--- src/rtl/seg7_pkg.sv ---
// Shared types for the seven-segment scan driver.
package seg7_pkg;

  localparam int unsigned NUM_DIGITS = 4;

  typedef logic [1:0] digit_idx_t;
  typedef logic [3:0] nibble_t;

  function automatic nibble_t pick_nibble(input logic [15:0] value, input digit_idx_t idx);
    return value[4*idx +: 4];
  endfunction

endpackage

--- src/rtl/seg7_prescaler.sv ---
// Free-running divider producing a one-cycle TICK every SCAN_DIV clocks.
module seg7_prescaler #(
  parameter int unsigned SCAN_DIV = 100000
) (
  input  logic CLK,
  input  logic RESET_N,
  output logic TICK
);

  localparam int unsigned CW = (SCAN_DIV > 1) ? $clog2(SCAN_DIV) : 1;
  localparam logic [CW-1:0] LAST = CW'(SCAN_DIV - 1);

  logic [CW-1:0] count;

  always_ff @(posedge CLK or negedge RESET_N) begin
    if (!RESET_N) begin
      count <= '0;
    end else if (count == LAST) begin
      count <= '0;
    end else begin
      count <= count + CW'(1);
    end
  end

  assign TICK = (count == LAST);

endmodule

--- src/rtl/seg7_scan_driver.sv ---
// Four-digit time-multiplexed scan driver with frame-aligned commit of new
// values and leading-zero blanking.
module seg7_scan_driver
  import seg7_pkg::*;
#(
  parameter int unsigned SCAN_DIV      = 100000,
  parameter bit          BLANK_LEADING = 1'b1
) (
  input  logic        CLK,
  input  logic        RESET_N,
  input  logic [15:0] VALUE_IN,
  input  logic [3:0]  DOTS_IN,
  input  logic        LOAD_IN,
  input  logic        ENABLE_IN,
  output logic        BUSY_OUT,
  output logic [1:0]  DIGIT_SEL_OUT,
  output logic [3:0]  DIGIT_BIN_OUT,
  output logic        DIGIT_DOT_OUT,
  output logic        BLANK_OUT,
  output logic        FRAME_OUT
);

  logic        tick;
  digit_idx_t  digit_idx;
  digit_idx_t  next_idx;
  logic [15:0] shadow_val;
  logic [3:0]  shadow_dots;
  logic [15:0] active_val;
  logic [3:0]  active_dots;
  logic        pending;

  logic        wrap;
  logic        commit;
  logic [15:0] next_val;
  logic [3:0]  next_dots;
  logic [NUM_DIGITS-1:0] zero_from;
  logic        lz_blank;

  seg7_prescaler #(
    .SCAN_DIV (SCAN_DIV)
  ) u_prescaler (
    .CLK     (CLK),
    .RESET_N (RESET_N),
    .TICK    (tick)
  );

  // Outputs are computed from the value that will be active after this edge,
  // so a commit and the first display of digit 0 land on the same edge.
  always_comb begin
    next_idx  = digit_idx + digit_idx_t'(1);
    wrap      = tick && (digit_idx == digit_idx_t'(NUM_DIGITS - 1));
    commit    = wrap && pending;
    next_val  = commit ? shadow_val  : active_val;
    next_dots = commit ? shadow_dots : active_dots;
  end

  // zero_from[k]: nibbles and dots k..3 are all zero.
  always_comb begin
    logic run;
    run       = 1'b1;
    zero_from = '0;
    for (int unsigned i = NUM_DIGITS; i > 0; i--) begin
      run = run && (next_val[4*(i-1) +: 4] == '0) && !next_dots[i-1];
      zero_from[i-1] = run;
    end
    lz_blank = BLANK_LEADING && (next_idx != '0) && zero_from[next_idx];
  end

  always_ff @(posedge CLK or negedge RESET_N) begin
    if (!RESET_N) begin
      digit_idx     <= '0;
      shadow_val    <= '0;
      shadow_dots   <= '0;
      active_val    <= '0;
      active_dots   <= '0;
      pending       <= 1'b0;
      DIGIT_BIN_OUT <= '0;
      DIGIT_DOT_OUT <= 1'b0;
      BLANK_OUT     <= 1'b1;
      FRAME_OUT     <= 1'b0;
    end else begin
      if (LOAD_IN) begin
        shadow_val  <= VALUE_IN;
        shadow_dots <= DOTS_IN;
        pending     <= 1'b1;
      end else if (commit) begin
        pending     <= 1'b0;
      end
      if (commit) begin
        active_val  <= shadow_val;
        active_dots <= shadow_dots;
      end
      FRAME_OUT <= wrap;
      if (tick) begin
        digit_idx     <= next_idx;
        DIGIT_BIN_OUT <= pick_nibble(next_val, next_idx);
        DIGIT_DOT_OUT <= next_dots[next_idx];
        BLANK_OUT     <= lz_blank || !ENABLE_IN;
      end
    end
  end

  assign DIGIT_SEL_OUT = digit_idx;
  assign BUSY_OUT      = pending;

endmodule
--- config.mk ---
export PLATFORM = sky130hd
export DESIGN_NAME = seg7_scan_driver
export DESIGN_NICKNAME = d
export VERILOG_FILES = /design/src/rtl/seg7_pkg.sv /design/src/rtl/seg7_prescaler.sv /design/src/rtl/seg7_scan_driver.sv
export SDC_FILE = /design/constraint.sdc
export NUM_CORES = 1
export LEC_CHECK = 0
export CORE_ASPECT_RATIO = 1.75
export CORE_MARGIN = 3
export CORE_UTILIZATION = 55
export DETAILED_ROUTE_END_ITERATION = 10
export PLACE_DENSITY = 0.79
export SLEW_MARGIN = 25
export SYNTH_ARGS = -nofsm -noshare
export SYNTH_HDL_FRONTEND = slang
export SYNTH_SLANG_ARGS = --single-unit
export TNS_END_PERCENT = 100
--- constraint.sdc ---
create_clock -name CLK -period 3.2 [get_ports CLK]
set_input_delay 0.64 -clock CLK [delete_from_list [all_inputs] [get_ports CLK]]
set_output_delay 0.64 -clock CLK [all_outputs]
set_load 0.01 [all_outputs]
; Word-level counts from Yosys, hierarchy flattened
; Cells that the tools add are included.
[op_classes]
add_sub_neg = 2
n_lt_le_gt_ge = 1
n_eq_ne = 2
reduce_logical = 22
n_shift = 1
muxes = 9
[op_table]
columns = op, count
row1 = $add 17x1->17 const B, 1
row2 = $eq 17x17->1 const B, 1
row3 = $mux 17, 1
row4 = $logic_not 4->1, 4
row5 = $mux 16, 1
row6 = $shiftx 16x5->4, 1
row7 = $logic_and 1x1->1, 10
row8 = $logic_not 1->1, 5
row9 = $bmux 1 s2, 2
row10 = $mux 1, 4
row11 = $mux 4, 1
row12 = $reduce_bool 2->1, 2
row13 = $lt 2x3->1 const B, 1
row14 = $add 2x1->2 const B, 1
row15 = $eq 2x2->1 const B, 1
row16 = $logic_or 1x1->1, 1
[word_totals]
elab_cells = 48
input_bits = 24
output_inout_bits = 10
register_bits = 67

; Longest topological paths before layout
; Gate-level depths: netlist of the first run.
[depth]
word_depth = 16
ltp_mapped = 10
ltp_nobuf = 7

; Hierarchy
; Synthesis of the first run repeated with hierarchy kept, for this count alone.
[hier_totals]
cells_unflattened = 272
hier_area_um2 = 3120.5
[modules_own_cells]
columns = mod, n_inst, cells_per_inst, seq_area_each_um2, area_per_inst_um2
row1 = seg7_scan_driver, 1, 198, 1252.5, 2327.2
row2 = seg7_prescaler, 1, 74, 425.4, 793.3

; Least setup slack after synthesis of the first run
; No wires, ideal clock.
[synth_timing]
kind = flip-flop to flip-flop
start = register u_prescaler.count[8]
end = register DIGIT_BIN_OUT[3]
period_less_slack_ns = 2.511
t_arrival_ns = 2.373
stages_incl_launch_ff = 8
path_slack_ns = 0.689
n_path_buf = 1
cell_sequence = dfrtp_1 -> or4b_1 -> nor4_4 -> and3_1 -> buf_6 -> mux4_2 -> mux2i_1 -> a21oi_1
[synth_via]
elab_chain_len = 5
[synth_lines]
columns = item, line_no
row1 = from (decl), seg7_prescaler.sv:13  ; logic [CW-1:0] count;
row2 = from (signal assigned), seg7_prescaler.sv:21  ; count <= count + CW'(1);
row3 = $eq 17x17->1 *, seg7_prescaler.sv:25  ; assign TICK = (count == LAST);
row4 = $logic_and 1x1->1, seg7_scan_driver.sv:51  ; wrap = tick && (digit_idx == digit_idx_t'(NUM_DIGITS - 1));
row5 = $logic_and 1x1->1, seg7_scan_driver.sv:52  ; commit = wrap && pending;
row6 = $mux 16, -
row7 = $shiftx 16x5->4, seg7_pkg.sv:10  ; return value[4*idx +: 4];
row8 = to (signal assigned), seg7_scan_driver.sv:96  ; DIGIT_BIN_OUT <= pick_nibble(next_val, next_idx);
row9 = to (decl), seg7_scan_driver.sv:17  ; output logic [3:0] DIGIT_BIN_OUT,
; Every way passes the cells marked *; elsewhere a longest branch is shown, timed or not.
; A chain may end at the register's enable or synchronous reset.

; Worst setup path after layout of the first run
[layout_timing]
start = register u_prescaler.count[8]
end = register BLANK_OUT
[layout_via]
elab_chain_len = 16
word_cells_on_any_way = 24
[layout_lines]
columns = item, line_no
row1 = $eq 17x17->1 *, seg7_prescaler.sv:25
row2 = $logic_and 1x1->1, seg7_scan_driver.sv:51
row3 = $logic_and 1x1->1, seg7_scan_driver.sv:52
row4 = $mux 16 / $mux 4 (equally long branches), -
row5 = $logic_not 4->1 / $logic_not 1->1 (equally long branches), seg7_scan_driver.sv:63  ; run = run && (next_val[4*(i-1) +: 4] == '0) && !next_dots[i-1];
row6 = $logic_and 1x1->1 (7 in a row), seg7_scan_driver.sv:63
row7 = $bmux 1 s2, seg7_scan_driver.sv:66  ; lz_blank = BLANK_LEADING && (next_idx != '0) && zero_from[next_idx];
row8 = $mux 1 (implied by the code), seg7_scan_driver.sv:66
row9 = $logic_and 1x1->1, seg7_scan_driver.sv:66
row10 = $logic_or 1x1->1, seg7_scan_driver.sv:98  ; BLANK_OUT <= lz_blank || !ENABLE_IN;
row11 = to (signal assigned), seg7_scan_driver.sv:98
row12 = to (decl), seg7_scan_driver.sv:19  ; output logic BLANK_OUT,
; Every way passes the cells marked *; elsewhere a longest branch is shown, timed or not. The select of a mux whose other input is x is not followed.

==> flow_metrics.tcl, run 1 <==
set metrics [dict create \
    synth-compound-area-share_pct 2.19 \
    path_clk_slew_ns 0.07 \
    synthMuxAreaShare_pct 24.6 \
    r2r_end "BLANK_OUT" \
    cts_sinks 67 \
    synth-seq-area-share_pct 54.4 \
    worst_ir_drop_vdd_mv 0.323 \
    maxCapViolations 0 \
    pin_count 34 \
    antenna_found_initial 0 \
    h-tree-depth 3 \
    setup_viol_count_final 0 \
    cts_buffers 9 \
    cts_root_buf "clkbuf_8" \
    required_ns 3.45 \
    io_buffer_count 33 \
    die_area_um2 6580 \
    drc 0 \
    post-synth-top-count-cell "dfrtp_1" \
    drive_above_1_share_pct 27.5 \
    coreArea_um2 5340 \
    synthFlopType "dfrtp_1" \
    async_flop_share_pct 100 \
    worst_slew_pin_slew_ns 0.888 \
    r2r_cells 7 \
    grt_pass1_wl_um 10100 \
    post_drt_via_cell_ratio 5.67 \
    ctsHoldBuffers 0 \
    netlist_top_cells_count "dfrtp_1, mux2_2, nor2_1, mux4_2, xor2_1" \
    clk_latency_ns 0.33 \
    path_class "register to register" \
    drt_pass1_iterations 4 \
    status "finished, final reports clean" \
    cts_resized 0 \
    clock_skew_ns 0.00850 \
    worstHoldPathType "primary input to async pin" \
    vias 1944 \
    grt_max_degree 68 \
    power_mw 1.56 \
    clockBufferDepth 2 \
    synth_fp_nets 251 \
    globalplace.congestion 0.871 \
    ant_nets 0 \
    avgSynthCellArea_um2 13.7 \
    grtUsageTotal_pct 19.8 \
    synth_top_family_by_area "multiplexers" \
    reg2reg_slack_ns 0.46 \
    cts_tree "built" \
    max_slew_margin_pct 40.6 \
    arrival_ns 2.98 \
    synth_area_leaders "dfrtp_1, mux2_2, mux4_2" \
    startpoint_type "register" \
    reg2reg_from "u_prescaler.count[8]" \
    syn2layout_area_growth_pct 18.9 \
    drtIter0Drc 139 \
    die_x_um 62.6 \
    final.setup.tns_ns 0 \
    synthAdderAreaFrac_pct 0.811 \
    num_antenna_cells 0 \
    fin_crit_sh_pct 85.6 \
    post_cts_buffers 0 \
    syn_inst 225 \
    fmax_ghz 0.365 \
    die_y_um 105 \
    finalMaxSlewViolations 0 \
    fin_util_pct 68.6 \
    totalWireLength_um 5880 \
    p_leak_nw 1.68 \
    yosys.area.top_type "dfrtp_1" \
    synth_top_area_share_pct 53.5 \
    grt_overflow 0 \
    synthSimpleGateAreaFrac_pct 11.1 \
    power.density_nw_per_um2 426 \
    synthXorXnorAreaFrac_pct 4.54 \
    period_minus_slack_ns 2.74 \
    cp_max_fo 18 \
    ys_ff_latch 67 \
    final_nets 291 \
    wl_per_cell_um 17.1 \
    synthesis.area_um2 3090 \
    hold_viol 0 \
    start_util_pct 57.8 \
    rsz0062_at_grt "no" \
    fin_ws_ns 0.462 \
    synth_cell_types 33 \
    yosysWarnings 0 \
    synth_edf_count 0 \
    grt_pass1_vias 2127 \
    pre_cts_slack_ns 0.479 \
    dpl.hpwl_um 4360 \
    cp-end-kind "register" \
    row_count 35 \
]
==> cell type report <==
class                           count  area (µm²)
Clock buffer                       12         145
Fill cell                         418        1680
Multi-Input combinational cell    146        1330
Tap cell                           74        92.6
Inverter                            2        7.51
Timing Repair Buffer               39         395
Clock inverter                      3        15.0
Sequential cell                    67        1680
==> metrics by stage <==
| stage | instance area [µm²] | hold slack [ns] | instances |
|---|---|---|---|
| after floorplan | 3090 | 0.344 | 225 |
| after global placement | 3510 | 0.467 | 328 |
| after detailed placement | 3510 | 0.476 | 328 |
| after CTS | 3670 | 0.315 | 343 |
| after global routing | 3670 | 0.309 | 343 |
| final | 3670 | 0.312 | 343 |
==> per-layer routing <==
layer / up-vias / GRT usage [%] / wire, µm
li1: 897 / - / -
met1: 1002 / 21.1 / 2240
met2: 35 / 36.3 / 3370
met3: 10 / 4.84 / 164
met4: 0 / 8.69 / 104
met5: - / 0 / 0
==> worst max-delay path: stages (launching register included) <==
cell      delay, ns
dfrtp_1        0.41
or4b_1         0.58
nor4_4         0.28
and3_1         0.51
buf_12         0.22
nor3b_1        0.23
o221ai_1       0.18
a22oi_1        0.23
==> sequential cells by signal, indices dropped and copies added (netlist names) <==
name	cells
DIGIT_BIN_OUT	4
BUSY_OUT	1
u_prescaler.count	17
BLANK_OUT	1
shadow_dots	4
active_dots	4
DIGIT_DOT_OUT	1
FRAME_OUT	1
active_val	16
shadow_val	16
DIGIT_SEL_OUT	2
==> cells by family after synthesis <==
| logic type | after synthesis |
|---|---|
| adders and majority gates | 2 |
| DFF | 67 |
| AOI/OAI and AO/OA | 11 |
| and+or+nand+nor | 59 |
| xor gates and xnor gates | 16 |
| buffers and inverters | 12 |
| muxes | 58 |
==> worst max-delay path by stage <==
stage                          from               end  slack (ns)  cells past startpoint
6_report       u_prescaler.count[8]         BLANK_OUT        0.46                      7
5_1_grt        u_prescaler.count[5]         BLANK_OUT        0.24                      7
4_1_cts        u_prescaler.count[8]         BLANK_OUT        0.46                      7
3_5_place_dp   u_prescaler.count[8]  DIGIT_BIN_OUT[0]        0.48                      7
3_3_place_gp   u_prescaler.count[8]  DIGIT_BIN_OUT[0]        0.53                      7
2_1_floorplan  u_prescaler.count[8]  DIGIT_BIN_OUT[3]        0.69                      7
==> cell usage in the layout (no fill, tap or decap), types with 2 or more instances in the layout <==
cell and count:
o221ai_1 2, nor2_1 18, ha_1 2, or4_1 6, inv_1 2, nor3_1 2, buf_12 2, clkbuf_8 10
nand4_1 2, mux2_2 42, nand2_1 5, buf_4 4, or4bb_1 2, mux4_2 10, and2_1 4, nand3_1 5
clkinv_2 3, mux2i_1 6, clkbuf_1 2, xor2_1 10, a21oi_1 5, dfrtp_1 66, o21ai_0 2, xnor2_1 6
clkdlybuf4s50_1 32, and3_1 9
==> power breakdown <==
part | switching (mW) | total, mW | internal, mW
Combinational | 0.0295 | 0.0823 | 0.0527
Clock | 0.285 | 0.579 | 0.294
Sequential | 0.0277 | 0.900 | 0.873
Total | 0.342 | 1.56 | 1.22
Power figures use the tool's default switching activity.
==> inputs of run 2 (changes only) <==
GPL_ROUTABILITY_DRIVEN = 0   (was not set)
PLACE_DENSITY = 0.88   (was 0.79)
==> flow_metrics.tcl, run 2 (synthesis results as in run 1) <==
set metrics [dict create \
    period_minus_slack_ns 2.62 \
    totalWireLength_um 5830 \
    cp_max_fo 36 \
    vias 1941 \
    clockBufferDepth 2 \
    max_flop_register "u_prescaler.count" \
    cts_buffers 9 \
    grtUsageTotal_pct 19.8 \
    die_y_um 105 \
    required_ns 3.42 \
    setup_viol_count_final 0 \
    drtIter0Drc 84 \
    cp-end-kind "register" \
    drc 0 \
    start_util_pct 57.8 \
    power.density_nw_per_um2 475 \
    finish.instance_area_um2 3720 \
    grt_pass1_vias 1984 \
    path_cells "or4bb_1 -> nor4_4 -> and3_1 -> buf_12 -> mux4_2 -> mux2i_1 -> a21oi_1" \
    cp_slowest_cell "or4bb_1" \
    grt_overflow 0 \
    dpl.hpwl_um 4060 \
    io_buffer_count 33 \
    h-tree-depth 3 \
    dp_cells 326 \
    path_clk_slew_ns 0.07 \
    grt_pass1_wl_um 9870 \
    row_count 35 \
    power_mw 1.77 \
    post_drt_via_cell_ratio 5.68 \
    drive_above_1_share_pct 27.6 \
    final_nets 289 \
    cts_tree "built" \
    path_class "register to register" \
    post_cts_buffers 0 \
    final.setup.tns_ns 0 \
    fin_util_pct 69.6 \
    worst_slew_pin_slew_ns 0.898 \
    coreArea_um2 5340 \
    ctsHoldBuffers 0 \
    worst_ir_drop_vdd_mv 0.350 \
    cts_resized 0 \
    reg.largest.list "u_prescaler.count x17, active_val x16, shadow_val x16" \
    max_slew_margin_pct 40.0 \
    hold_viol 0 \
    most-common-layout-cells "dfrtp_1, mux2_2, clkdlybuf4s50_1" \
    arrival_ns 2.83 \
    fin_crit_sh_pct 81.8 \
    die_area_um2 6580 \
    maxCapViolations 0 \
    cts_sinks 67 \
    final_cell_count_no_fill 342 \
    antenna_found_initial 0 \
    rsz0062_at_grt "no" \
    clock_skew_ns 0.00953 \
    drt_pass1_iterations 4 \
    pin_count 34 \
    cts_root_buf "clkbuf_8" \
    syn2layout_area_growth_pct 20.6 \
    startpoint_type "register" \
    finalMaxSlewViolations 0 \
    clk_latency_ns 0.34 \
    die_x_um 62.6 \
    cpPeakStageDelay_ns 0.54 \
    ant_nets 0 \
    status "finished, final reports clean" \
    postPlaceCellArea_um2 3490 \
    fmax_ghz 0.382 \
    wl_per_cell_um 17.0 \
    final_common_cell "dfrtp_1" \
    grt_max_degree 68 \
    largest_register_ff_count 17 \
    worstHoldPathType "primary input to async pin" \
    num_antenna_cells 0 \
    p_leak_nw 1.70 \
]
[run 2: path summary, 6_finish.rpt]
| check | start | end | slack (ns) | cells after the start |
|---|---|---|---|---|
| hold / removal | RESET_N | u_prescaler.count[13] | 0.29 | 2 |
| setup / recovery | u_prescaler.count[6] | DIGIT_DOT_OUT | 0.58 | 7 |
| setup reg to reg | u_prescaler.count[6] | DIGIT_DOT_OUT | 0.58 | 7 |
| max in group asynchronous | RESET_N | BLANK_OUT | 2.59 | 2 |
| min in group CLK | u_prescaler.count[0] | u_prescaler.count[0] | 0.48 | 1 |
| hold reg to reg | u_prescaler.count[0] | u_prescaler.count[0] | 0.48 | 1 |
[run 2: where the power goes]
| part | internal [mW] | switching, mW | total (mW) |
|---|---|---|---|
| logic | 0.0529 | 0.0305 | 0.0833 |
| registers | 0.872 | 0.0275 | 0.900 |
| clock network | 0.480 | 0.305 | 0.785 |
| total | 1.41 | 0.363 | 1.77 |
[run 2: metal layers]
layer	track usage (%)	vias up	wire, µm	share of wire [%]
li1	-	891	-	-
met2	35.1	45	3280	56
met1	21.9	990	2180	37
met5	0	-	0	0
met4	10.7	0	177	3.0
met3	3.87	15	193	3.3
[run 2: area by class of cell]
class | instances | area (µm²)
Clock inverter | 4 | 72.6
Inverter | 2 | 7.51
Tap cell | 74 | 92.6
Sequential cell | 67 | 1680
Multi-Input combinational cell | 146 | 1330
Fill cell | 388 | 1620
Timing Repair Buffer | 37 | 380
Clock buffer | 12 | 155
[run 2: critical path, delay by kind of cell (launching register included)]
kind | cells | cell delay, ns
AND/OR/NAND/NOR | 3 | 1.08
AO/OA/AOI/OAI | 1 | 0.08
multiplexers | 2 | 0.66
flip-flops | 1 | 0.44
buffers and inverters | 1 | 0.22
[run 2: through the flow]
stage               hold slack, ns  setup WS (ns)
floorplan                    0.344          0.689
global placement             0.470          0.631
detailed placement           0.472          0.600
CTS                          0.313          0.575
global route                 0.334          0.469
finish                       0.294          0.583
==> inputs of run 3 (changes only) <==
CORE_UTILIZATION = 50   (was 55)
PLACE_DENSITY = 0.85   (was 0.88)
clock period = 2.1 ns   (was 3.2 ns; I/O delays follow)
==> flow_metrics.tcl, run 3 (synthesis results as in run 1) <==
set metrics [dict create \
    status "finished, violations left" \
    violations "setup timing" \
    power_mw 2.45 \
    cpPeakStageDelay_ns 0.54 \
    busiest_layer "met2" \
    required_ns 2.31 \
    fin_ws_ns -0.322 \
    clk_latency_ns 0.34 \
    worst_ir_drop_vdd_mv 0.401 \
    cts_root_buf "clkbuf_8" \
    grtUsageTotal_pct 20.2 \
    arrival_ns 2.63 \
    fmax_ghz 0.413 \
    max_slew_margin_pct 61.0 \
    cp_slowest_cell "or4b_4" \
    antenna_found_initial 0 \
    syn2layout_area_growth_pct 29.1 \
    io_buffer_count 33 \
    grtUsageMet1_pct 20.6 \
    ant_nets 0 \
    postPlaceCellArea_um2 3720 \
    finish.instance_area_um2 3980 \
    period_minus_slack_ns 2.42 \
    clockBufferDepth 2 \
    hold_viol 0 \
    finalMaxSlewViolations 0 \
    worst_slew_pin_slew_ns 0.584 \
    fin_util_pct 67.2 \
    power.density_nw_per_um2 615 \
    most-common-layout-cells "dfrtp_1, clkdlybuf4s50_1, mux2_2" \
    crit_family "simple AND/OR/NAND/NOR gates" \
    path_clk_slew_ns 0.07 \
    fillers 463 \
    cp_max_fo 6 \
    cp-end-kind "register" \
    pin_count 34 \
    die_x_um 65.4 \
    totalWireLength_um 6470 \
    final_nets 318 \
    dpl.hpwl_um 4770 \
    worstHoldPathType "primary input to async pin" \
    wl_per_cell_um 17.2 \
    grt_overflow 0 \
    grt_max_degree 26 \
    start_util_pct 52.1 \
    die_area_um2 7190 \
    num_antenna_cells 0 \
    path_buf_inv 0 \
    cts_tree "built" \
    clock_skew_ns 0.0104 \
    whs_ns 0.0723 \
    rsz0062_at_grt "yes" \
    post_drt_via_cell_ratio 5.56 \
    grt_pass1_wl_um 10500 \
    max_flop_register "u_prescaler.count" \
    grt_pass1_vias 2260 \
    h-tree-depth 3 \
    coreArea_um2 5930 \
    final_common_cell "dfrtp_1" \
    setup_viol_count_final 25 \
    drt_pass1_iterations 4 \
    die_y_um 110 \
    use_met2_pct 37.3 \
    cts_buffers 9 \
    fin_crit_sh_pct 115 \
    path_class "register to register" \
    maxCapViolations 0 \
    final.setup.tns_ns -4.23 \
    drc 0 \
    drtIter0Drc 76 \
    reg.largest.list "u_prescaler.count x17, active_val x16, shadow_val x16" \
    path_cells "or4b_4 -> nor4_4 -> and3_4 -> mux4_2 -> mux2i_1 -> a21oi_1" \
    largest_register_ff_count 17 \
    vias 2085 \
    critical_path_cell_count 6 \
    seq_area_um2 1680 \
    multiInputGateArea_um2 1410 \
    row_count 37 \
    use_met3_pct 4.29 \
    startpoint_type "register" \
    drive_above_1_share_pct 35.7 \
    r2r_cells 6 \
    p_leak_nw 1.86 \
    cts_sinks 67 \
]
==> run 3: worst register-to-register path, cell delays in order, from the launching register on <==
cell	delay [ns]
dfrtp_1	0.39
or4b_4	0.54
nor4_4	0.30
and3_4	0.30
mux4_2	0.51
mux2i_1	0.14
a21oi_1	0.10
==> run 3: metrics by stage <==
step                worst slack (ns)  instances
CTS                           -0.327        373
detailed placement            -0.371        355
global route                  -0.434        375
finish                        -0.322        375
global placement              -0.366        355
floorplan                     -0.407        225
==> run 3: worst paths after layout <==
kind	slack, ns	start	to
worst max-delay path	-0.32	u_prescaler.count[11]	DIGIT_BIN_OUT[3]
worst min-delay path	0.07	RESET_N	u_prescaler.count[7]
worst max register to register	-0.32	u_prescaler.count[11]	DIGIT_BIN_OUT[3]
worst min register to register	0.53	BUSY_OUT	BUSY_OUT
max in group asynchronous	1.41	RESET_N	BLANK_OUT
min in group CLK	0.53	BUSY_OUT	BUSY_OUT
==> run 3: final cells by class <==
type | count | share of cell area (%)
flip-flops and latches | 67 | 42.1
multi-input cells | 146 | 35.3
repair buffers | 66 | 15.6
clock buffers | 14 | 4.08
well taps | 78 | 2.45
clock inverters | 2 | 0.251
inverters | 2 | 0.188
==> run 3: routing by layer <==
metal | vias to the layer above | routed length (µm)
li1 | 955 | -
met1 | 1071 | 2420
met2 | 44 | 3680
met3 | 15 | 194
met4 | 0 | 177
met5 | - | 0
==> run 3: where the power goes <==
part           total (mW)  internal (mW)  switching [mW]
combinational       0.139         0.0877          0.0509
sequential           1.37           1.33          0.0432
clock               0.939          0.490           0.449
==> run 3: what timing repair did <==
item,in CTS,in global routing
endpoints found under the setup margin,26,27
pin swaps,7,3
resized for setup,11,7
hold buffers,0,0
buffers inserted,3,2
